$ cat src/rtl/ctl_reg_scanner_if.sv
// Signal bundle between ctl_reg_scanner and its environment: controller BRAM port-B,
// the live FPGA state word and the config-word stream toward the config latches.
interface ctl_reg_scanner_if;
  logic [7:0]  bram_addr;
  logic [15:0] bram_rd_data;
  logic        bram_we;
  logic [15:0] bram_wr_data;
  logic [15:0] fpga_state;
  logic        cfg_valid;
  logic [2:0]  cfg_group;
  logic [7:0]  cfg_addr;
  logic [15:0] cfg_data;
  logic        cfg_done;
  logic        force_fan;

  modport master (
    output bram_addr, bram_we, bram_wr_data,
    output cfg_valid, cfg_group, cfg_addr, cfg_data, cfg_done, force_fan,
    input  bram_rd_data, fpga_state
  );

  modport slave (
    input  bram_addr, bram_we, bram_wr_data,
    input  cfg_valid, cfg_group, cfg_addr, cfg_data, cfg_done, force_fan,
    output bram_rd_data, fpga_state
  );
endinterface

$ cat src/rtl/ctl_reg_scanner.sv
// Scans the host CtlFlag word, streams toggled register groups out of the controller BRAM and
// writes FPGA state back. Define CTL_REG_VERSION_WB_EN to write the version words after reset.
module ctl_reg_scanner #(
  parameter int unsigned RdLatency = 2
) (
  input logic               clk,
  input logic               rst_n,
  ctl_reg_scanner_if.master bus
);

  typedef enum logic [2:0] {
    StRdCtl, StCheck, StFetch, StDone, StWrSt, StVerStart, StVerMaj, StVerMin
  } state_e;

`ifdef CTL_REG_VERSION_WB_EN
  localparam state_e StReset = StVerStart;
`else
  localparam state_e StReset = StRdCtl;
`endif

  localparam logic [7:0]  AddrCtlFlag  = 8'h00;
  localparam logic [7:0]  AddrFpgaSt   = 8'h01;
  localparam logic [7:0]  AddrVerMajor = 8'h30;
  localparam logic [7:0]  AddrVerMinor = 8'h31;
  localparam logic [15:0] VerMajor     = 16'h0090;
  localparam logic [15:0] VerMinor     = 16'h0000;

  function automatic logic [7:0] grp_start(logic [2:0] g);
    unique case (g)
      3'd0:    return 8'h20;
      3'd1:    return 8'h50;
      3'd2:    return 8'h40;
      3'd3:    return 8'hE0;
      3'd4:    return 8'hF0;
      3'd5:    return 8'h11;
      default: return 8'h20;
    endcase
  endfunction

  function automatic logic [7:0] grp_end(logic [2:0] g);
    unique case (g)
      3'd0:    return 8'h2B;
      3'd1:    return 8'h63;
      3'd2:    return 8'h44;
      3'd3:    return 8'hE1;
      3'd4:    return 8'hF7;
      3'd5:    return 8'h14;
      default: return 8'h2B;
    endcase
  endfunction

  state_e                          state_q, state_d;
  logic [1:0]                      cnt_q, cnt_d;
  logic [5:0]                      flag_q, flag_d;
  logic                            force_fan_q, force_fan_d;
  logic [5:0]                      handled_q, handled_d;
  logic [2:0]                      grp_q, grp_d;
  logic [7:0]                      fetch_addr_q, fetch_addr_d;
  logic [RdLatency-1:0]            pipe_vld_q;
  logic [RdLatency-1:0][7:0]       pipe_addr_q;
  logic                            cfg_valid_q;
  logic [7:0]                      cfg_addr_q;
  logic [15:0]                     cfg_data_q;

  logic [5:0]  pending;
  logic [2:0]  low_grp;
  logic [7:0]  bram_addr;
  logic        bram_we;
  logic [15:0] bram_wr_data;
  logic        issue;
  logic        cfg_done;

  // Only the group bits and the fan bit of CtlFlag matter here.
  logic unused_flag_bits;
  assign unused_flag_bits = ^{bus.bram_rd_data[15:14], bus.bram_rd_data[12:6]};

  assign pending = flag_q ^ handled_q;

  always_comb begin
    low_grp = 3'd0;
    for (int i = 5; i >= 0; i--) begin
      if (pending[i]) low_grp = 3'(i);
    end
  end

  always_comb begin
    state_d      = state_q;
    cnt_d        = cnt_q;
    flag_d       = flag_q;
    force_fan_d  = force_fan_q;
    handled_d    = handled_q;
    grp_d        = grp_q;
    fetch_addr_d = fetch_addr_q;
    bram_addr    = AddrCtlFlag;
    bram_we      = 1'b0;
    bram_wr_data = 16'h0000;
    issue        = 1'b0;
    cfg_done     = 1'b0;

    unique case (state_q)
      StRdCtl: begin
        cnt_d = cnt_q + 2'd1;
        // Address 0x00 has been held for RdLatency cycles, so the read data is the flag word.
        if (cnt_q == 2'(RdLatency)) begin
          cnt_d       = 2'd0;
          flag_d      = bus.bram_rd_data[5:0];
          force_fan_d = bus.bram_rd_data[13];
          state_d     = StCheck;
        end
      end
      StCheck: begin
        if (|pending) begin
          grp_d        = low_grp;
          bram_addr    = grp_start(low_grp);
          issue        = 1'b1;
          fetch_addr_d = grp_start(low_grp) + 8'd1;
          state_d      = StFetch;
        end else begin
          state_d = StWrSt;
        end
      end
      StFetch: begin
        if (fetch_addr_q <= grp_end(grp_q)) begin
          bram_addr    = fetch_addr_q;
          issue        = 1'b1;
          fetch_addr_d = fetch_addr_q + 8'd1;
        end else if (pipe_vld_q == '0) begin
          // Last word is on the cfg outputs this cycle.
          state_d = StDone;
        end
      end
      StDone: begin
        cfg_done           = 1'b1;
        handled_d[grp_q]   = flag_q[grp_q];
        state_d            = StRdCtl;
      end
      StWrSt: begin
        bram_addr    = AddrFpgaSt;
        bram_we      = 1'b1;
        bram_wr_data = bus.fpga_state;
        state_d      = StRdCtl;
      end
`ifdef CTL_REG_VERSION_WB_EN
      StVerStart: state_d = StVerMaj;
      StVerMaj: begin
        bram_addr    = AddrVerMajor;
        bram_we      = 1'b1;
        bram_wr_data = VerMajor;
        state_d      = StVerMin;
      end
      StVerMin: begin
        bram_addr    = AddrVerMinor;
        bram_we      = 1'b1;
        bram_wr_data = VerMinor;
        state_d      = StRdCtl;
      end
`endif
      default: state_d = StReset;
    endcase
  end

  always_ff @(posedge clk) begin
    if (!rst_n) begin
      state_q      <= StReset;
      cnt_q        <= 2'd0;
      flag_q       <= 6'd0;
      force_fan_q  <= 1'b0;
      handled_q    <= 6'd0;
      grp_q        <= 3'd0;
      fetch_addr_q <= 8'd0;
      pipe_vld_q   <= '0;
      pipe_addr_q  <= '0;
      cfg_valid_q  <= 1'b0;
      cfg_addr_q   <= 8'd0;
      cfg_data_q   <= 16'd0;
    end else begin
      state_q      <= state_d;
      cnt_q        <= cnt_d;
      flag_q       <= flag_d;
      force_fan_q  <= force_fan_d;
      handled_q    <= handled_d;
      grp_q        <= grp_d;
      fetch_addr_q <= fetch_addr_d;
      // Tags ride alongside the BRAM read pipeline so data and address line up.
      pipe_vld_q[0]  <= issue;
      pipe_addr_q[0] <= bram_addr;
      for (int unsigned i = 1; i < RdLatency; i++) begin
        pipe_vld_q[i]  <= pipe_vld_q[i-1];
        pipe_addr_q[i] <= pipe_addr_q[i-1];
      end
      cfg_valid_q <= pipe_vld_q[RdLatency-1];
      if (pipe_vld_q[RdLatency-1]) begin
        cfg_addr_q <= pipe_addr_q[RdLatency-1];
        cfg_data_q <= bus.bram_rd_data;
      end
    end
  end

  assign bus.bram_addr    = bram_addr;
  assign bus.bram_we      = bram_we;
  assign bus.bram_wr_data = bram_wr_data;
  assign bus.cfg_valid    = cfg_valid_q;
  assign bus.cfg_group    = grp_q;
  assign bus.cfg_addr     = cfg_addr_q;
  assign bus.cfg_data     = cfg_data_q;
  assign bus.cfg_done     = cfg_done;
  assign bus.force_fan    = force_fan_q;

endmodule

$ cat src/flat_wrapper.sv
// flat-port wrapper written by rule: the top's interface ports become plain ports
module ctl_reg_scanner_flat 
#(
  parameter int unsigned RdLatency = 2
)
  (clk, rst_n, bus_bram_addr, bus_bram_we, bus_bram_wr_data, bus_cfg_valid, bus_cfg_group, bus_cfg_addr, bus_cfg_data, bus_cfg_done, bus_force_fan, bus_bram_rd_data, bus_fpga_state);
  ctl_reg_scanner_if bus_i ();
  input logic clk;
  input logic rst_n;
  output wire logic [$bits(bus_i.bram_addr)-1:0] bus_bram_addr;
  output wire logic [$bits(bus_i.bram_we)-1:0] bus_bram_we;
  output wire logic [$bits(bus_i.bram_wr_data)-1:0] bus_bram_wr_data;
  output wire logic [$bits(bus_i.cfg_valid)-1:0] bus_cfg_valid;
  output wire logic [$bits(bus_i.cfg_group)-1:0] bus_cfg_group;
  output wire logic [$bits(bus_i.cfg_addr)-1:0] bus_cfg_addr;
  output wire logic [$bits(bus_i.cfg_data)-1:0] bus_cfg_data;
  output wire logic [$bits(bus_i.cfg_done)-1:0] bus_cfg_done;
  output wire logic [$bits(bus_i.force_fan)-1:0] bus_force_fan;
  input wire logic [$bits(bus_i.bram_rd_data)-1:0] bus_bram_rd_data;
  input wire logic [$bits(bus_i.fpga_state)-1:0] bus_fpga_state;
  assign bus_bram_addr = bus_i.bram_addr;
  assign bus_bram_we = bus_i.bram_we;
  assign bus_bram_wr_data = bus_i.bram_wr_data;
  assign bus_cfg_valid = bus_i.cfg_valid;
  assign bus_cfg_group = bus_i.cfg_group;
  assign bus_cfg_addr = bus_i.cfg_addr;
  assign bus_cfg_data = bus_i.cfg_data;
  assign bus_cfg_done = bus_i.cfg_done;
  assign bus_force_fan = bus_i.force_fan;
  assign bus_i.bram_rd_data = bus_bram_rd_data;
  assign bus_i.fpga_state = bus_fpga_state;
  ctl_reg_scanner #(.RdLatency(RdLatency)) u_core (.clk(clk), .rst_n(rst_n), .bus(bus_i));
endmodule
$ cat config.mk
export PLATFORM = sky130hd
export DESIGN_NAME = ctl_reg_scanner_flat
export DESIGN_NICKNAME = d
export VERILOG_FILES = /design/src/rtl/ctl_reg_scanner_if.sv /design/src/rtl/ctl_reg_scanner.sv /design/src/flat_wrapper.sv
export SDC_FILE = /design/constraint.sdc
export NUM_CORES = 1
export LEC_CHECK = 0
export CORE_MARGIN = 4
export CORE_UTILIZATION = 50
export CTS_BUF_LIST = sky130_fd_sc_hd__clkbuf_2 sky130_fd_sc_hd__clkbuf_4 sky130_fd_sc_hd__clkbuf_8
export CTS_CLUSTER_DIAMETER = 40
export CTS_CLUSTER_SIZE = 40
export DETAILED_ROUTE_END_ITERATION = 10
export PLACE_DENSITY = 0.82
export SLEW_MARGIN = 15
export SYNTH_ARGS = -nofsm -noshare
export SYNTH_HDL_FRONTEND = slang
export SYNTH_SLANG_ARGS = --single-unit
export TNS_END_PERCENT = 10
$ cat constraint.sdc
create_clock -name clk -period 3.39 [get_ports clk]
set_input_delay 0.678 -clock clk [delete_from_list [all_inputs] [get_ports clk]]
set_output_delay 0.678 -clock clk [all_outputs]
set_load 0.01 [all_outputs]
== After elaboration in Yosys (flattened, before gate mapping) ==
Cells that the tools add are included.

* ROM bits: 0
* Bits in registers: 72
* Memories kept: 0
* Word-level logic and storage cells: 83
* Output and inout bits: 55
* Input bits: 34
* Bits in writable memories: 0
* Latch bits: 0

* Equality and inequality tests: 20
* Multipliers: 0
* Multiplexer cells: 34
* Div/mod/pow operators: 0
* Shift-type cells: 0
* Reduce and logical (&&, ||, !) cells: 9
* $add $sub $neg: 3
* Bitwise gates (word level): 1
* Order comparisons: 3

{| class="wikitable"
|+ Operators with widths
! operator !! number
|-
| $pmux W8 S5 || 2
|-
| $mux W8 || 7
|-
| $mux W3 || 10
|-
| $pmux W8 S3 || 1
|-
| $eq A3 B2 Y1 const B || 6
|-
| $add A8 B1 Y8 const B || 2
|-
| $mux W16 || 1
|-
| $pmux W8 S2 || 1
|-
| $eq A3 B3 Y1 const B || 5
|-
| $eq A3 B1 Y1 const B || 3
|-
| $pmux W3 S3 || 1
|-
| $le A8 B8 Y1 || 1
|-
| $ne A2 B1 Y1 const B || 4
|-
| $bwmux W6 || 1
|-
| $mux W1 || 6
|-
| $reduce_and A3 Y1 || 2
|-
| $reduce_or A6 Y1 || 1
|-
| $xor A6 B6 Y6 || 1
|-
| $lt A3 B4 Y1 const B || 1
|-
| $reduce_and A2 Y1 || 2
|-
| $bmux W1 S3 || 1
|-
| $demux W1 S3 || 1
|-
| $ge A3 B1 Y1 const B || 1
|-
| $logic_not A3 Y1 || 1
|-
| other kinds (8) || 8
|}

== Logic depth before layout (Yosys ltp) ==
Gate-level depths: netlist of the first run.

* Word-level depth: 14
* Mapped depth: 13

== Least setup slack after synthesis of the first run ==
No wires, ideal clock.

* Path kind: reg-to-output
* Start: register u_core.grp_q[2] (netlist: u_core.bus.cfg_group[2])
* End: output port bus_bram_addr[6]
* Path buffers: 2
* Data required time: 2712 ps
* Setup slack: 173 ps
* Stages on the path, launching flop included: 13
* Arrival: 2539 ps
* Path through: dfxtp_1 buf_2 nor2b_1 inv_1 o21a_1 ha_1 nand4_1 nor2_2 a21oi_2 nor3_4 buf_4 nand2_1 nand2_1

* Word-level cells in the longest chain between the ends: 6
* Elaborated cells on any way between the ends: 10

{| class="wikitable"
|+ RTL lines
! what !! line !! text
|-
| start, declared || ctl_reg_scanner.sv:57 || <nowiki>logic [2:0] grp_q, grp_d;</nowiki>
|-
| start signal, assigned || ctl_reg_scanner.sv:182 || <nowiki>grp_q <= grp_d;</nowiki>
|-
| $eq A3 B3 Y1, or another cell as far along || ctl_reg_scanner.sv:41 || <nowiki>unique case (g)</nowiki>
|-
| $pmux W8 S5 * || ctl_reg_scanner.sv:41 ||
|-
| $mux W8 * || ctl_reg_scanner.sv:100 || <nowiki>unique case (state_q)</nowiki>
|-
| $le A8 B8 Y1 * || ctl_reg_scanner.sv:123 || <nowiki>if (fetch_addr_q <= grp_end(grp_q)) begin</nowiki>
|-
| $mux W8 * || ctl_reg_scanner.sv:123 ||
|-
| $pmux W8 S3 * || ctl_reg_scanner.sv:100 ||
|-
| end, declared || flat_wrapper.sv:10 || <nowiki>output wire logic [$bits(bus_i.bram_addr)-1:0] bus_bram_addr;</nowiki>
|}

Every way passes the cells marked *; elsewhere a longest branch is shown, timed or not. The select of a mux whose other input is x is not followed.

== Worst setup path in the final report of the first run ==
* Start: register u_core.grp_q[0] (netlist: u_core.bus.cfg_group[0])
* End: output port bus_bram_addr[0]

The elaborated chain is that of the path after synthesis.

==> metrics.yaml, run 1 <==
setup_path:
  worst_setup_path_end_kind: "output port"
  worst_ep_required_time_ns: 2.71
  slowest_stage: "or3_4"
  regToRegEndpoint: "u_core.fetch_addr_q[2]"
  worstSetupPathType: "flip-flop to output port"
  reg2reg_slack_ns: 0.54
  cp_slowest_stage_delay_ns: 0.40
  timing.rr.start: "u_core.bus.cfg_group[0]"
  cp_cell_sequence: "or3_4 -> a21boi_1 -> ha_1 -> o211ai_1 -> a211oi_4 -> nor3_4 -> buf_12 -> a211o_1 -> buf_2"
  cp_max_fo: 7
  ff2ff_path_depth: 11
  worstSetupStartpointType: "flip-flop"
  crit_arrival_ns: 2.72
flow_run:
  drv_cap: 0
synthesis:
  synth_enable_flop_cells: 0
  syn_inst: 361
  synth_cell_types: 64
  synth_flop_cell: "dfxtp_1"
  ys_async_sr_fraction_pct: 0
  syn_avg_cell_area_um2: 9.50
  ys_warn_count: 0
  synth.cell_area_um2: 3430
  synth_nets: 404
  yosysSeqAreaShare_pct: 42.0
  ys_seq_elements: 72
placed_design:
  pre_cts_ws_ns: -0.0268
  place.gp.congestion: 0.907
  dp_cells: 537
  dp_hpwl_um: 6480
  port_buffers: 88
clocking:
  ctsRootBufferMaster: "clkbuf_8"
  clock_latency_ns: 0.36
  clockBufferDepth: 2
  cts_tree: "done"
  htree_num_levels: 3
  cts.sinks: 72
  path_clk_slew_ns: 0.08
  numCtsBuffers: 9
  postCtsHoldBufs: 0
detailed_routing:
  drt-wirelength-per-cell_um: 16.3
  firstDrtPassIters: 5
  num_vias: 3097
  ant_nets: 0
  drt-total-wl_um: 9140
  drc: 0
  via_per_inst: 5.54
  dr.first_iter.drc_count: 178
floorplanning:
  start_util_pct: 52.8
  die_area_um2: 8250
  dieWidth_um: 90.8
  die_h_um: 90.8
  core_area_um2: 6490
  fp-row-count: 29
  pin_count: 89
finish:
  fillCellCount: 453
  final_core_util_pct: 74.9
  nNetsFinal: 520
  layout_commonest_cell: "clkdlybuf4s50_1"
  synthToLayoutAreaGrowth_pct: 42.0
  drive_gt1_share_pct: 19.9
  antenna_cells: 0
  layout_common_cells: "clkdlybuf4s50_1, dfxtp_1, nor2_1"
  fin_cells: 559
timing:
  finalSetupViolCount: 1
  finalCritPeriodShare_pct: 100
  min_period_ns: 3.39
  final.setup_skew_ns: 0.0110
  relSlewSlack_pct: 44.0
  maxSlewViolCount: 0
  rsz0062_at_grt: "yes"
  setup_ws_ns: -0.00398
  fmax_mhz: 295
  tightest_slew_ns: 0.839
  hold_violations: 0
hold_path:
  min_to: "u_core.pipe_addr_q[15]"
  min-delay-start: "u_core.pipe_addr_q[7]"
  hold_class: "flip-flop to flip-flop"
  holdPathStages: 1
power:
  p_int_mw: 1.25
  clkPwrFrac_pct: 37.3
  p_sw_mw: 0.485
  switching_share_pct: 28.0
  power_mw: 1.74
  power.static_leakage_nw: 1.91
  power_frac_comb_pct: 12.3
  p_per_area_nw_per_um2: 357
  seq_power_share_pct: 50.4
  ir_worst_vdd_mv: 0.313
global_routing:
  grt_pass1_wl_um: 14400
  grt_max_degree: 47
  grt_pass1_vias: 2947
  antenna_found_initial: 0
  grt.total_usage_pct: 21.5
  gr-total-overflow: 0
run_status:
  outcome: "finished, violations left"
  violations: "setup timing"
[flip-flops by register name, indices dropped and copies added (netlist names), 2 cells and up]
register              cells
u_core.bus.cfg_data      16
u_core.state_q            3
u_core.flag_q             6
u_core.pipe_addr_q       16
u_core.handled_q          6
u_core.cnt_q              2
u_core.fetch_addr_q       8
u_core.pipe_vld_q         2
u_core.bus.cfg_group      3
u_core.bus.cfg_addr       8
[cells in the mapped netlist (all sizes together) (7+ instances only)]
cell / n / share of area (%)
inv: 8 / 0.88
dfxtp: 72 / 42
buf: 11 / 1.9
nor2: 53 / 5.9
clkbuf: 7 / 0.77
a21oi: 11 / 1.7
and2: 38 / 6.9
and3: 10 / 2.1
nand2: 18 / 2.0
xnor2: 7 / 2.0
nor3: 8 / 1.5
ha: 9 / 3.3
mux2i: 38 / 11
[logic make-up after synthesis]
group                    synth area share, %
XOR/XNOR                                2.26
flip-flops                              42.0
AND/OR/NAND/NOR                         24.6
AO/OA/AOI/OAI                           12.9
adder cells (fa/ha/maj)                 3.28
buffers and inverters                   3.54
multiplexers                            11.4
[power groups by stage]
stage               sequential, mW  combinational, mW  clock [mW]
detailed placement           0.896              0.208           0
finish                       0.875              0.214       0.647
global route                 0.878              0.230       0.698
CTS                          0.877              0.209       0.654
global placement             0.896              0.203           0
floorplan                    0.892              0.134           0
[per-layer routing]
metal	wire, µm	GRT usage [%]
met5	0	0
met4	125	4.52
met3	582	5.17
met2	4450	36.4
met1	3980	27.8
[critical path: cells and delay by family (launching register included)]
kind                     cells  cell delay, ns
AO/OA/AOI/OAI                4            0.90
buffers and inverters        2            0.28
adder cells (fa/ha/maj)      1            0.32
AND/OR/NAND/NOR              2            0.49
flip-flops                   1            0.37
[what timing repair did]
item | CTS | global route
setup endpoints to repair | 8 | 8
resized for setup | 36 | 23
gates cloned | 0 | 1
setup buffers | 0 | 5
pin swaps | 6 | 14
[final cells by class]
class / instances / area, µm² / share of cell area, %
Timing Repair Buffer: 123 / 1140 / 23.4
Tap cell: 77 / 96.3 / 1.98
Clock inverter: 7 / 61.3 / 1.26
Inverter: 8 / 30.0 / 0.617
Clock buffer: 9 / 124 / 2.54
Multi-Input combinational cell: 263 / 1970 / 40.4
Sequential cell: 72 / 1450 / 29.8
[how the worst max path moves through the flow]
stage                       startpoint          endpoint  depth (start not counted)
2_1_floorplan  u_core.bus.cfg_group[2]  bus_bram_addr[6]                         12
3_3_place_gp   u_core.bus.cfg_group[2]  bus_bram_addr[0]                         12
3_5_place_dp   u_core.bus.cfg_group[2]  bus_bram_addr[0]                         12
4_1_cts        u_core.bus.cfg_group[0]  bus_bram_addr[5]                         12
5_1_grt        u_core.bus.cfg_group[2]  bus_bram_addr[4]                         12
6_report       u_core.bus.cfg_group[0]  bus_bram_addr[0]                          9
[through the flow]
step                instance area, µm²  hold WS (ns)  setup TNS [ns]
floorplan                         3430         0.412               0
global placement                  4540         0.415               0
detailed placement                4540         0.420         -0.0533
CTS                               4760         0.433          -0.128
global route                      4870         0.456          -0.627
finish                            4870         0.437        -0.00398
(Power assumes the default switching activity.)
==> run 2, diff against run 1 <==
--- a/config.mk
+++ b/config.mk
@@ -5,13 +5,14 @@
 export SDC_FILE = /design/constraint.sdc
 export NUM_CORES = 1
 export LEC_CHECK = 0
+export CORE_ASPECT_RATIO = 0.75
 export CORE_MARGIN = 4
-export CORE_UTILIZATION = 50
+export CORE_UTILIZATION = 54
 export CTS_BUF_LIST = sky130_fd_sc_hd__clkbuf_2 sky130_fd_sc_hd__clkbuf_4 sky130_fd_sc_hd__clkbuf_8
 export CTS_CLUSTER_DIAMETER = 40
 export CTS_CLUSTER_SIZE = 40
 export DETAILED_ROUTE_END_ITERATION = 10
-export PLACE_DENSITY = 0.82
+export PLACE_DENSITY = 0.87
 export SLEW_MARGIN = 15
 export SYNTH_ARGS = -nofsm -noshare
 export SYNTH_HDL_FRONTEND = slang
==> constraint.sdc (replaced) <==
create_clock -name clk -period 4.3 [get_ports clk]
set_input_delay 0.86 -clock clk [delete_from_list [all_inputs] [get_ports clk]]
set_output_delay 0.86 -clock clk [all_outputs]
set_load 0.01 [all_outputs]
==> run 2 against run 1 <==
The flow now finishes without violations. Flip-flop and latch count unchanged. Clock skew fell by 0.0066 ns. Total power shrank 17%. Largest power group unchanged. Clock-buffer cell count up 1. Cell count fell by 4.7%. Via count down 4.8%. Worst setup slack gained 0.18 ns. Core utilization grew 2.4 points. Die area is 6.6% lower. Highest routed layer unchanged. Cell area down 5.1%. Wire length fell by 7.0%.
==> metrics.yaml, run 2 (synthesized netlist as in run 1, its figures left out) <==
finish:
  design_area_um2: 4620  # was 4870 µm²
  seqCellArea_um2: 1440  # was 1450 µm²
  fin_cells: 533  # was 559
  synthToLayoutAreaGrowth_pct: 34.7  # was 42.0%
  layout_commonest_cell: "clkdlybuf4s50_1"  # unchanged
  antenna_cells: 0  # unchanged
  fillCellCount: 409  # was 453
  nNetsFinal: 493  # was 520
  drive_gt1_share_pct: 10.3  # was 19.9%
  multi_input_area_um2: 1870  # was 1970 µm²
  layout_common_cells: "clkdlybuf4s50_1, dfxtp_1, nor2_1"  # unchanged
floorplanning:
  die_area_um2: 7700  # was 8250 µm²
  start_util_pct: 57.4  # was 52.8%
  dieWidth_um: 100  # was 90.8 µm
  pin_count: 89  # unchanged
  fp-row-count: 24  # was 29
  die_h_um: 77.0  # was 90.8 µm
  core_area_um2: 5980  # was 6490 µm²
timing:
  setup_ws_ns: 0.174  # was -0.00398 ns
  relSlewSlack_pct: 43.8  # was 44.0%
  final.setup_skew_ns: 0.00438  # was 0.0110 ns
  tightest_slew_ns: 0.842  # was 0.839 ns
  final.setup.tns_ns: 0  # was -0.00398 ns
  fmax_mhz: 242
  hold_violations: 0  # unchanged
  min_period_ns: 4.13
  finalSetupViolCount: 0  # was 1
  finalCritPeriodShare_pct: 96.0
  maxSlewViolCount: 0  # unchanged
  rsz0062_at_grt: "yes"  # unchanged
global_routing:
  gr-total-overflow: 0  # unchanged
  grt_max_degree: 47  # unchanged
  grt_pass1_wl_um: 14000  # was 14,400 µm
  grt_pass1_vias: 2803  # was 2,947
  grt.total_usage_pct: 22.8  # was 21.5%
  antenna_found_initial: 0  # unchanged
clocking:
  htree_num_levels: 3  # unchanged
  clock_latency_ns: 0.34  # was 0.36 ns
  cts.sinks: 72  # unchanged
  numCtsBuffers: 9  # unchanged
  path_clk_slew_ns: 0.08  # about the same
  cts_tree: "done"  # unchanged
  ctsRootBufferMaster: "clkbuf_8"  # unchanged
  clockBufferDepth: 2  # unchanged
  postCtsHoldBufs: 0  # unchanged
setup_path:
  worstSetupStartpointType: "flip-flop"  # unchanged
  crit_arrival_ns: 3.27  # was 2.72 ns
  cp_max_fo: 9  # was 7
  worst_setup_path_end_kind: "output port"  # unchanged
  worstSetupPathType: "flip-flop to output port"  # unchanged
  worst_ep_required_time_ns: 3.44  # was 2.71 ns
power:
  p_sw_mw: 0.345  # was 0.485 mW
  p_per_area_nw_per_um2: 313  # was 357 nW/µm²
  switching_share_pct: 23.9  # was 28.0%
  power_frac_comb_pct: 11.4  # was 12.3%
  clkPwrFrac_pct: 40.7  # was 37.3%
  power_mw: 1.44  # was 1.74 mW
  p_int_mw: 1.10  # was 1.25 mW
  power.static_leakage_nw: 1.77  # was 1.91 nW
  ir_worst_vdd_mv: 0.197  # was 0.313 mV
  seq_power_share_pct: 47.9  # was 50.4%
flow_run:
  drv_cap: 0  # unchanged
detailed_routing:
  firstDrtPassIters: 4  # was 5
  drt-total-wl_um: 8500  # was 9140 µm
  drt-wirelength-per-cell_um: 15.9  # was 16.3 µm
  num_vias: 2947  # was 3,097
  via_per_inst: 5.53  # was 5.54
  dr.first_iter.drc_count: 218  # was 178
  ant_nets: 0  # unchanged
  drc: 0  # unchanged
placed_design:
  place.gp.congestion: 0.874  # was 0.907
  placed_cell_area_um2: 4350  # was 4540 µm²
  dp_cells: 514  # was 537
  dp_hpwl_um: 6150  # was 6480 µm
  port_buffers: 88  # unchanged
  pre_cts_ws_ns: 0.318  # was -0.0268 ns
run_status:
  outcome: "complete, no violations"  # was finished, violations left
hold_path:
  hold_class: "flip-flop to flip-flop"  # unchanged
[run 2: cell count changes in the layout (fill, tap and decap cells not counted), sizes merged]
cell / change
clkinvlp: -1
inv: -3
bufinv: +2
buf: -34
clkdlybuf4s50: +8
clkinv: +1
[run 2: critical path, stage by stage (launching register included)]
cell and delay, ns:
dfxtp_1 0.32, buf_4 0.17, nor2b_1 0.19, nand2_1 0.12, o21a_1 0.14, ha_1 0.30
nand4_1 0.21, nor2_4 0.21, a211oi_4 0.08, buf_4 0.17, nor4_2 0.37, clkdlybuf4s50_1 0.64
[run 2: area by class of cell]
cell class,instances,share of cell area [%]
tap,78,2.11
sequential,72,31.3
clock buffer,10,2.84
inverter,8,0.650
clock inverter,6,1.95
timing repair buffer,96,20.6
multi-input combinational,263,40.5
[run 2: metrics by stage]
stage	hold slack [ns]	utilization (%)
2_1_floorplan	0.412	-
3_3_place_gp	0.415	72.8
3_5_place_dp	0.420	72.8
4_1_cts	0.434	77.0
5_1_grt	0.452	77.3
6_report	0.431	77.3
[run 2: final timing paths]
check	start	endpoint	slack (ns)	cells past startpoint
hold reg to reg	u_core.pipe_addr_q[3]	u_core.pipe_addr_q[11]	0.43	1
hold / removal	u_core.pipe_addr_q[3]	u_core.pipe_addr_q[11]	0.43	1
setup / recovery	u_core.bus.cfg_group[2]	bus_bram_addr[2]	0.17	11
setup reg to reg	u_core.bus.cfg_group[0]	u_core.fetch_addr_q[0]	1.59	10
[run 2: layer usage]
metal | global-route usage (%) | share of wire, %
met1 | 30.5 | 45
met2 | 36.4 | 47
met3 | 6.80 | 7.3
met4 | 5.11 | 0.89
met5 | 0 | 0
[run 2: timing repair]
action	4_1_cts	5_1_grt
setup endpoints to repair	7	8
setup buffers	2	1
gates resized for setup	1	3
pin swaps	1	2
[run 2: power groups by stage]
| stage | Combinational, mW | Clock, mW | Sequential [mW] |
|---|---|---|---|
| final | 0.165 | 0.587 | 0.692 |
| after detailed placement | 0.161 | 0 | 0.706 |
| after floorplan | 0.106 | 0 | 0.703 |
| after global placement | 0.157 | 0 | 0.705 |
| after global routing | 0.178 | 0.631 | 0.693 |
| after CTS | 0.164 | 0.599 | 0.691 |
==> run 3, diff against run 2 <==
--- a/config.mk
+++ b/config.mk
@@ -6,7 +6,7 @@
 export NUM_CORES = 1
 export LEC_CHECK = 0
 export CORE_ASPECT_RATIO = 0.75
-export CORE_MARGIN = 4
+export CORE_MARGIN = 3
 export CORE_UTILIZATION = 54
 export CTS_BUF_LIST = sky130_fd_sc_hd__clkbuf_2 sky130_fd_sc_hd__clkbuf_4 sky130_fd_sc_hd__clkbuf_8
 export CTS_CLUSTER_DIAMETER = 40
==> run 3 against run 2 <==
Cell area is 0.16% higher. Highest routed layer unchanged. Via count is 1.3% higher. Sequential share of layout area hardly changed. First-iteration DRC count is 19% higher. Register-to-register slack worse by 0.10 ns. Worst hold slack better by 0.0026 ns. Core utilization is 0.13 points higher. Cell count is 0.19% higher. Global-route usage is 1.4 points higher. Clock power is 6.6% lower. Critical path depth stayed put. Clock-buffer cell count is 1 lower.
==> metrics.yaml, run 3 (synthesized netlist as in run 1, its figures left out) <==
power:
  ir_worst_vdd_mv: 0.235  # was 0.197 mV
  clkPwrFrac_pct: 39.0  # was 40.7%
  p_int_mw: 1.04  # was 1.10 mW
  p_sw_mw: 0.369  # was 0.345 mW
  switching_share_pct: 26.3  # was 23.9%
  power.static_leakage_nw: 1.77  # about the same
  seq_power_share_pct: 49.1  # was 47.9%
  power_frac_comb_pct: 11.9  # was 11.4%
  p_per_area_nw_per_um2: 304  # was 313 nW/µm²
  power_mw: 1.41  # was 1.44 mW
setup_path:
  worstSetupStartpointType: "flip-flop"  # unchanged
  crit_arrival_ns: 3.33  # was 3.27 ns
  worstSetupPathType: "flip-flop to output port"  # unchanged
  crit_start: "u_core.bus.cfg_group[1]"  # was u_core.bus.cfg_group[2]
  setup.worst_path.end: "bus_bram_addr[0]"  # was bus_bram_addr[2]
  regToRegEndpoint: "u_core.state_q[0]"  # was u_core.fetch_addr_q[0]
  worst_setup_path_end_kind: "output port"  # unchanged
  timing.rr.start: "u_core.bus.cfg_group[1]"  # was u_core.bus.cfg_group[0]
  worst_ep_required_time_ns: 3.44  # about the same
  reg2reg_slack_ns: 1.49  # was 1.59 ns
  cp_max_fo: 10  # was 9
  ff2ff_path_depth: 11  # was 10
timing:
  final.setup_skew_ns: 0.00707  # was 0.00438 ns
  finalSetupViolCount: 0  # unchanged
  finalCritPeriodShare_pct: 97.5  # was 96.0%
  relSlewSlack_pct: 44.9  # was 43.8%
  maxSlewViolCount: 0  # unchanged
  hold-worst-slack_ns: 0.433  # was 0.431 ns
  min_period_ns: 4.19  # was 4.13 ns
  tightest_slew_ns: 0.825  # was 0.842 ns
  fmax_mhz: 238  # was 242 MHz
  hold_violations: 0  # unchanged
clocking:
  numCtsBuffers: 9  # unchanged
  cts_tree: "done"  # unchanged
  htree_num_levels: 3  # unchanged
  ctsRootBufferMaster: "clkbuf_8"  # unchanged
  path_clk_slew_ns: 0.08  # about the same
  cts.sinks: 72  # unchanged
  clock_latency_ns: 0.35  # was 0.34 ns
  clockBufferDepth: 2  # unchanged
placed_design:
  port_buffers: 88  # unchanged
  place.gp.congestion: 0.870  # was 0.874
  dp_hpwl_um: 6210  # was 6150 µm
  dp_cells: 514  # unchanged
finish:
  antenna_cells: 0  # unchanged
  synthToLayoutAreaGrowth_pct: 35.0  # was 34.7%
  drive_gt1_share_pct: 11.0  # was 10.3%
  layout_common_cells: "clkdlybuf4s50_1, dfxtp_1, nor2_1"  # unchanged
  fin_cells: 534  # was 533
  fillCellCount: 413  # was 409
  nNetsFinal: 494  # was 493
  layout_commonest_cell: "clkdlybuf4s50_1"  # unchanged
floorplanning:
  dieWidth_um: 98.0  # was 100 µm
  core_area_um2: 5980  # unchanged
  start_util_pct: 57.4  # unchanged
  fp-row-count: 24  # unchanged
  pin_count: 89  # unchanged
  die_h_um: 75.0  # was 77.0 µm
  die_area_um2: 7350  # was 7700 µm²
detailed_routing:
  via_per_inst: 5.59  # was 5.53
  firstDrtPassIters: 5  # was 4
  dr.first_iter.drc_count: 259  # was 218
  drt-wirelength-per-cell_um: 16.6  # was 15.9 µm
  num_vias: 2984  # was 2,947
  drt-total-wl_um: 8890  # was 8500 µm
  ant_nets: 0  # unchanged
  drc: 0  # unchanged
global_routing:
  grt.total_usage_pct: 24.1  # was 22.8%
  antenna_found_initial: 0  # unchanged
  grt_pass1_wl_um: 13900  # was 14,000 µm
  grt_max_degree: 47  # unchanged
  grt_pass1_vias: 2745  # was 2,803
  gr-total-overflow: 0  # unchanged
hold_path:
  min-delay-start: "u_core.pipe_addr_q[4]"  # was u_core.pipe_addr_q[3]
  hold_class: "flip-flop to flip-flop"  # unchanged
flow_run:
  drv_cap: 0  # unchanged
run_status:
  outcome: "complete, no violations"  # unchanged
run 3: final cells by class:
cell class                      instances  area [µm²]  share of cell area (%)
Inverter                                8        30.0                   0.649
Tap cell                               78        97.6                    2.11
Timing Repair Buffer                   97         961                    20.8
Clock inverter                          7        80.1                    1.73
Multi-Input combinational cell        263        1890                    40.8
Sequential cell                        72        1450                    31.3
Clock buffer                            9         124                    2.68
run 3: worst min path at each step:
stage | slack, ns | cells after the start | to
final | 0.43 | 1 | u_core.pipe_addr_q[12]
after global routing | 0.45 | 1 | u_core.pipe_addr_q[12]
after CTS | 0.44 | 1 | u_core.pipe_addr_q[12]
after detailed placement | 0.42 | 1 | u_core.pipe_addr_q[12]
after global placement | 0.41 | 1 | u_core.pipe_addr_q[11]
after floorplan | 0.41 | 1 | u_core.pipe_addr_q[10]
run 3: worst max-delay path, cell delays in order, from the launching register on:
cell and delay, ns:
dfxtp_2 0.38, nor2b_2 0.25, inv_1 0.13, o21a_1 0.19, ha_1 0.31, nand4_1 0.23
nor2_4 0.09, a211oi_4 0.36, nor3_4 0.09, buf_12 0.16, a211o_1 0.30, clkdlybuf4s50_1 0.48
run 3: per-layer routing:
layer / GRT usage (%) / wire, µm / share of wire, % / vias up
li1: - / - / - / 1430
met1: 32.3 / 3830 / 43 / 1390
met2: 38.2 / 4100 / 46 / 149
met3: 7.41 / 833 / 9.4 / 15
met4: 7.07 / 120 / 1.4 / 0
met5: 0 / 0 / 0 / -
run 3: through the flow:
stage	setup TNS (ns)	instance area (µm²)	worst slack, ns	util, %
finish	0	4630	0.106	77.4
global route	-0.0427	4630	-0.0325	77.4
CTS	0	4590	0.0101	76.8
detailed placement	0	4350	0.288	72.8
global placement	0	4350	0.409	72.8
floorplan	0	3430	0.901	-
run 3: power by group through the flow:
stage	logic [mW]	clock network, mW	registers, mW
2_1_floorplan	0.106	0	0.703
3_3_place_gp	0.157	0	0.706
3_5_place_dp	0.162	0	0.707
4_1_cts	0.165	0.557	0.691
5_1_grt	0.179	0.591	0.693
6_report	0.167	0.548	0.691
run 3: timing repair:
item / CTS / global route
setup buffers: 3 / 1
resized for setup: 0 / 8
hold buffers: 0 / 0
endpoints found under the setup margin: 7 / 8
pin swaps: 1 / 1
